--- src/rtl/alu_pipe.sv ---
// alu_pipe: pipelined WIDTH-bit ALU with a 2*WIDTH-bit result and valid/ready on both sides.
// Define ALU_PIPE_DIV_EN to build the iterative restoring divider behind opcodes 10 (DIV) and 11 (MOD).
module alu_pipe #(
  parameter int WIDTH = 8
) (
  input  logic               clk,
  input  logic               rst,
  input  logic [WIDTH-1:0]   a,
  input  logic [WIDTH-1:0]   b,
  input  logic [3:0]         s,
  input  logic               in_valid,
  output logic               in_ready,
  output logic [2*WIDTH-1:0] out,
  output logic               out_valid,
  input  logic               out_ready,
  output logic               zero,
  output logic               err
);
  localparam int W2    = 2 * WIDTH;
  localparam int SHL_W = $clog2(W2);
  localparam int SHR_W = $clog2(WIDTH);

  // Handshake: an operation moves in on a rising edge with in_valid && in_ready, and a result
  // moves out on a rising edge with out_valid && out_ready. The whole pipe advances together
  // (adv), so a stalled output freezes every stage and out/zero/err stay stable.
  logic               adv;
  logic               div_busy;
  logic               div_start;
  logic               div_done;
  logic [W2-1:0]      div_res;
  logic               div_err;

  logic               s1_valid;
  logic [WIDTH-1:0]   s1_a;
  logic [WIDTH-1:0]   s1_b;
  logic [3:0]         s1_s;

  logic               s2_valid;
  logic [W2-1:0]      s2_res;
  logic               s2_err;

  logic [W2-1:0]      xa;
  logic [W2-1:0]      xb;
  logic [W2-1:0]      alu_res;
  logic               alu_err;

  assign adv      = !out_valid || out_ready;
  assign in_ready = adv && !div_busy && !rst;

  assign xa = {{WIDTH{1'b0}}, s1_a};
  assign xb = {{WIDTH{1'b0}}, s1_b};

  always_comb begin
    alu_res = '0;
    alu_err = 1'b0;
    case (s1_s)
      4'd0:    alu_res = xa + xb;
      4'd1:    alu_res = xa - xb;
      4'd2:    alu_res = xa * xb;
      4'd3:    alu_res = xa & xb;
      4'd4:    alu_res = xa | xb;
      4'd5:    alu_res = xa ^ xb;
      4'd6:    alu_res = {{WIDTH{1'b0}}, ~s1_a};
      4'd7:    alu_res = xa << s1_b[SHL_W-1:0];
      4'd8:    alu_res = xa >> s1_b[SHR_W-1:0];
      4'd9:    alu_res = (s1_a == s1_b) ? W2'(0) : ((s1_a < s1_b) ? W2'(1) : W2'(2));
      default: alu_err = 1'b1;
    endcase
  end

`ifdef ALU_PIPE_DIV_EN
  typedef enum logic {DIV_IDLE, DIV_BUSY} div_state_t;
  localparam int CW = (WIDTH > 1) ? $clog2(WIDTH) : 1;

  div_state_t       div_state;
  div_state_t       div_state_nxt;
  logic [CW-1:0]    div_cnt;
  logic [WIDTH-1:0] div_quo;
  logic [WIDTH-1:0] div_rem;
  logic [WIDTH-1:0] div_den;
  logic             div_is_mod;
  logic             s1_is_div;
  logic             div_last;
  logic             div_step;
  logic             div_ge;
  logic [WIDTH-1:0] div_low;
  logic [WIDTH-1:0] div_rem_nxt;
  logic [WIDTH-1:0] div_quo_nxt;

  // A divide waiting in stage 1 already blocks new input so nothing can overtake it.
  assign s1_is_div = s1_valid && ((s1_s == 4'd10) || (s1_s == 4'd11));
  assign div_busy  = (div_state == DIV_BUSY) || s1_is_div;
  assign div_start = (div_state == DIV_IDLE) && adv && s1_is_div;
  assign div_last  = (div_cnt == CW'(WIDTH - 1));
  assign div_step  = (div_state == DIV_BUSY) && (!div_last || adv);
  assign div_done  = div_step && div_last;

  // Restoring step; the shifted-out remainder MSB means the partial remainder is >= 2^WIDTH.
  assign div_low     = {div_rem[WIDTH-2:0], div_quo[WIDTH-1]};
  assign div_ge      = div_rem[WIDTH-1] || (div_low >= div_den);
  assign div_rem_nxt = div_ge ? (div_low - div_den) : div_low;
  assign div_quo_nxt = {div_quo[WIDTH-2:0], div_ge};
  assign div_res     = {{WIDTH{1'b0}}, (div_is_mod ? div_rem_nxt : div_quo_nxt)};
  assign div_err     = (div_den == '0);

  always_comb begin
    div_state_nxt = div_state;
    case (div_state)
      DIV_IDLE: if (div_start) div_state_nxt = DIV_BUSY;
      DIV_BUSY: if (div_done)  div_state_nxt = DIV_IDLE;
      default:  div_state_nxt = DIV_IDLE;
    endcase
  end

  always_ff @(posedge clk) begin
    if (rst) begin
      div_state  <= DIV_IDLE;
      div_cnt    <= '0;
      div_quo    <= '0;
      div_rem    <= '0;
      div_den    <= '0;
      div_is_mod <= 1'b0;
    end else begin
      div_state <= div_state_nxt;
      if (div_start) begin
        div_cnt    <= '0;
        div_quo    <= s1_a;
        div_rem    <= '0;
        div_den    <= s1_b;
        div_is_mod <= (s1_s == 4'd11);
      end else if (div_step) begin
        div_cnt <= div_cnt + CW'(1);
        div_quo <= div_quo_nxt;
        div_rem <= div_rem_nxt;
      end
    end
  end
`else
  assign div_busy  = 1'b0;
  assign div_start = 1'b0;
  assign div_done  = 1'b0;
  assign div_res   = '0;
  assign div_err   = 1'b0;
`endif

  always_ff @(posedge clk) begin
    if (rst) begin
      s1_valid  <= 1'b0;
      s1_a      <= '0;
      s1_b      <= '0;
      s1_s      <= '0;
      s2_valid  <= 1'b0;
      s2_res    <= '0;
      s2_err    <= 1'b0;
      out_valid <= 1'b0;
      out       <= '0;
      zero      <= 1'b0;
      err       <= 1'b0;
    end else if (adv) begin
      s1_valid <= in_valid && in_ready;
      if (in_valid && in_ready) begin
        s1_a <= a;
        s1_b <= b;
        s1_s <= s;
      end
      if (div_done) begin
        s2_valid <= 1'b1;
        s2_res   <= div_res;
        s2_err   <= div_err;
      end else begin
        s2_valid <= s1_valid && !div_start;
        s2_res   <= alu_res;
        s2_err   <= alu_err;
      end
      out_valid <= s2_valid;
      if (s2_valid) begin
        out  <= s2_res;
        zero <= (s2_res == '0);
        err  <= s2_err;
      end
    end
  end
endmodule
--- config.mk ---
export PLATFORM = sky130hd
export DESIGN_NAME = alu_pipe
export DESIGN_NICKNAME = d
export VERILOG_FILES = /design/src/rtl/alu_pipe.sv
export SDC_FILE = /design/constraint.sdc
export NUM_CORES = 1
export LEC_CHECK = 0
export CAP_MARGIN = 30
export CELL_PAD_IN_SITES_DETAIL_PLACEMENT = 1
export CELL_PAD_IN_SITES_GLOBAL_PLACEMENT = 2
export CORE_MARGIN = 2
export CORE_UTILIZATION = 39
export DETAILED_ROUTE_END_ITERATION = 6
export HOLD_SLACK_MARGIN = 0.02
export MAX_ROUTING_LAYER = met4
export PLACE_DENSITY = 0.95
export REMOVE_ABC_BUFFERS = 1
export SLEW_MARGIN = 5
export SYNTH_ARGS = -nofsm -noshare
export SYNTH_HDL_FRONTEND = slang
export SYNTH_SLANG_ARGS = --single-unit
--- constraint.sdc ---
create_clock -name clk -period 12.45 [get_ports clk]
set_input_delay 1.8675 -clock clk [delete_from_list [all_inputs] [get_ports clk]]
set_output_delay 1.8675 -clock clk [all_outputs]
set_load 0.1 [all_outputs]
# Word-level counts from Yosys, hierarchy flattened
# Index checks and enable logic that the tools add are counted.
[word_totals] ff_bits=58 latchBits=0 mem_bits_rw=0 romBits=0 in_bits=24 out_inout_bits=20 wordCells=45 memories=0
[classes] n_addsub=2 n_mul=1 div_mod_pow=0 magnitude_cmp=1 eq_ne=10 shifts=2 n_mux=4 n_bitwise=4 n_reduce_logical=10
[op_table] op="case mux 16 bit (10 select lines)" n=1
[op_table] op="equality test 4 x 3 -> 1 bit, second input constant" n=4
[op_table] op="logical NOT 16 bit" n=1
[op_table] op="multiplier 8 x 8 -> 16 bit" n=1
[op_table] op="left shift 8 x 4 -> 16 bit" n=1
[op_table] op=">> shifter 8 x 3 -> 16 bit" n=1
[op_table] op="OR reduction 10 bit" n=1
[op_table] op="adder 8 x 8 -> 9 bit" n=1
[op_table] op="subtractor 8 x 8 -> 9 bit" n=1
[op_table] op="bitwise AND 8 bit" n=1
[op_table] op="equality test 4 x 2 -> 1 bit, second input constant" n=2
[op_table] op="equality test 4 bit, second input constant" n=2
[op_table] op="equality test 8 bit" n=1
[op_table] op="< comparator 8 bit" n=1
[op_table] op="NOT 8 bit" n=1
[op_table] op="bitwise OR 8 bit" n=1
[op_table] op="XOR 8 bit" n=1
[op_table] op="equality test 4 x 1 -> 1 bit, second input constant" n=1
[op_table] op="logical NOT 4 bit" n=1
[op_table] op="2-to-1 mux 2 bit" n=2
[op_table] op="AND reduction 2 bit" n=2
[op_table] op="logical AND 1 bit" n=2
[op_table] op="logical NOT 1 bit" n=2
[op_table] op="logical OR 1 bit" n=1
[op_table] op="2-to-1 mux 1 bit" n=1

# Longest topological paths before layout
[depth] word_depth=5 ltp_mapped=18 depth_no_buf=17

# Worst setup path before layout
# No wires, ideal clock.
[synth_path] path_kind="input port to output port" from="input port out_ready" to="output port in_ready" arrival_ns=3.396 required_ns=10.582 slack_ns=7.187 path_stages=3 path_buffers=1 cell_sequence="nor2b_1 > buf_2 > nor2_1"
[synth_between] elab_chain_cells=2
[synth_lines] item="start, declared" line_no="15" rtl="input logic out_ready,"
[synth_lines] item="logical OR 1 bit" line_no="47" rtl="assign adv = !out_valid || out_ready;"
[synth_lines] item="logical AND 1 bit" line_no="48" rtl="assign in_ready = adv && !div_busy && !rst;"
[synth_lines] item="end, declared" line_no="12" rtl="output logic in_ready,"
# Every way passes these cells.

# Worst setup path after layout
# Ends and elaborated chain as after synthesis.

==> out/qor.yml <==
logic_synthesis:
  synthMuxAreaShare_pct: 6.38
  yosys.area_share.simple_pct: 18.4
  synth.distinct_cells: 74
  async_reset_ff_share_pct: 0
  syn_area_sq_um: 6220
  synthXorXnorAreaFrac_pct: 1.97
  avgSynthCellArea_sq_um: 8.06
  yosys.area_share.adder_pct: 24.5
  synth_edf_count: 0
  netlist_instances: 772
  yosysWarnings: 0
  synth_compound_gate_area_share_pct: 21.7
  synth-seq-cells: 58
  synth_top_family_by_area: "adder cells"
  ys_seq_area_share_pct: 18.7
  synth_ff_type: "dfxtp_1"
route:
  vias: 5844
  wl_um: 21400
  first_pass_iters: 4
  drtAntennaViolNets: 0
  wl_per_cell_um: 21.3
  viasPerCell: 5.80
  drc_errors: 0
  drt_first_iter_violations: 415
placement:
  routabilityCongestion: 0.937
  hpwl_um: 16400
  io_buffer_count: 43
die:
  die_x_um: 130
  initial_core_util_pct: 39.6
  core-area_sq_um: 15700
  die_h_um: 130
  die_area_sq_um: 17000
  rows: 46
  boundaryPins: 44
sta:
  hold_violations: 0
  fin_tns_setup_ns: 0
  hold_slack_ns: 0.455
  setup_violations: 0
  tightestPinTransition_ns: 0.994
  max_freq_ghz: 0.173
  rsz0062_at_grt: "no"
  fin_skew_ns: 0.00766
  slew_violations: 0
  slew_headroom_pct: 33.5
  fin_crit_ns: 5.79
  period_share_pct: 46.5
run_status:
  outcome: "finished, final reports clean"
setup_path:
  cp_max_fo: 8
  cp_cell_sequence: "clkdlybuf4s50_1 > nor2b_1 > nor2_1 > clkdlybuf4s50_1"
  crit_path_end_kind: "output pin"
  cp-start-kind: "primary input"
  required_ns: 10.58
  cpMostUsedCell: "clkdlybuf4s50_1"
  cpPeakStageDelay_ns: 1.20
  critPathKind: "in2out"
  crit_slowest_cell: "clkdlybuf4s50_1"
  cp.arrival_ns: 3.92
grt:
  grt_pass1_wl_um: 34500
  global_route.overflow_total: 0
  grt.total_usage_pct: 27.3
  antenna_found_initial: 0
  first_global_vias: 6272
  grt_start_max_net_pins: 44
cts:
  hold_buffers: 0
  cts_buffers: 9
  cts_tree: "yes"
  cts_sinks: 58
  clk_latency_ns: 0.34
  clk_path_buf_depth: 2
  htree_num_levels: 3
  cts-root-buf: "clkbuf_16"
  post_cts_resized: 0
  post-cts-setup-buffers: 0
  path_clk_slew_ns: 0.05
power_and_ir_drop:
  power_density_nw_per_um2: 104
  p_leak_nw: 3.00
  vdd.ir_drop.worst_mv: 0.0676
finish:
  drive_gt1_share_pct: 6.70
  fillers: 1911
  mostFrequentLayoutCell: "nand2_1"
  regArea_sq_um: 1160
  antenna_cells: 0
  multi_input_area_sq_um: 4540
  area_growth_pct: 14.4
  final_cell_mix: "104 x nand2_1, 76 x inv_1, 73 x nor2_1"
  fin_nets: 909
flow_run:
  drv_cap: 0
hold_path:
  hold_path.class: "reg2reg"
==> state kept, by name (all words and copies together) (netlist names), 4 cells and up <==
register / flops
out: 16
s1_a: 8
s2_res: 16
s1_b: 8
s1_s: 4
==> report_power, final <==
| part | switching (W) | total [W] | leakage (nW) | internal [W] |
|---|---|---|---|---|
| Combinational | 0.000139 | 0.000220 | 2.36 | 0.0000804 |
| Sequential | 0.0000208 | 0.000218 | 0.474 | 0.000197 |
| Clock | 0.000103 | 0.000300 | 0.170 | 0.000197 |
| Total | 0.000263 | 0.000738 | 3.00 | 0.000475 |
==> routing by layer <==
layer,global-route usage (%),up-vias,wire length [um]
met5,-,-,0
met4,10.8,0,747
met3,3.85,46,922
met2,46.1,158,10400
met1,33.0,2913,9340
li1,-,2727,-
==> stage by stage <==
step	area, sq um	util, %	cells	setup WS [ns]	power (W)
after detailed placement	6740	42.9	990	6.65	0.000436
after global routing	7120	45.3	1007	6.55	0.000769
after global placement	6740	42.9	989	6.74	0.000429
after floorplan	6010	-	726	7.26	0.000359
final	7120	45.3	1007	6.66	0.000738
after CTS	7090	45.2	1006	6.64	0.000737
==> synthesized netlist by cell type (13+ instances only) <==
library cell  instances  area (sq um)
dfxtp_1              58          1160
clkbuf_1             24          90.1
a21oi_1              47           235
inv_1                76           285
nand2_1             104           390
ha_1                 61           763
mux2i_1              16           160
buf_2                13          65.1
nor2_1               73           274
o21ai_1              15          75.1
o31ai_1              22           165
fa_1                 38           761
o21ai_0              13          65.1
==> cells by family after synthesis <==
group                      Yosys count
xor gates and xnor gates            14
buffers and inverters              128
AOI/OAI and AO/OA                  193
muxes                               30
adders and majority gates           99
DFF                                 58
and+or+nand+nor                    250
==> worst max-delay path: cells and delay by family <==
family,cells,cell delay (ns)
buffers and inverters,2,1.65
and+or+nand+nor,2,0.39
==> path summary, 6_finish.rpt <==
path,to,startpoint,cells after the start,slack [ns]
max reg2reg,s2_res[14]$_SDFFE_PP0N_,s1_b[3]$_SDFFE_PP0P_,16,7.29
min,err$_SDFFE_PP0P_,err$_SDFFE_PP0P_,2,0.45
max,in_ready,out_ready,4,6.66
min reg2reg,err$_SDFFE_PP0P_,err$_SDFFE_PP0P_,2,0.45
==> final cells by class <==
| type | instances | area share [%] |
|---|---|---|
| multi-input combinational | 586 | 63.8 |
| tap | 216 | 3.80 |
| timing repair buffer | 49 | 6.85 |
| sequential | 58 | 16.3 |
| clock inverter | 7 | 1.76 |
| clock buffer | 9 | 3.16 |
| inverter | 82 | 4.32 |
(Power assumes the default switching activity.)
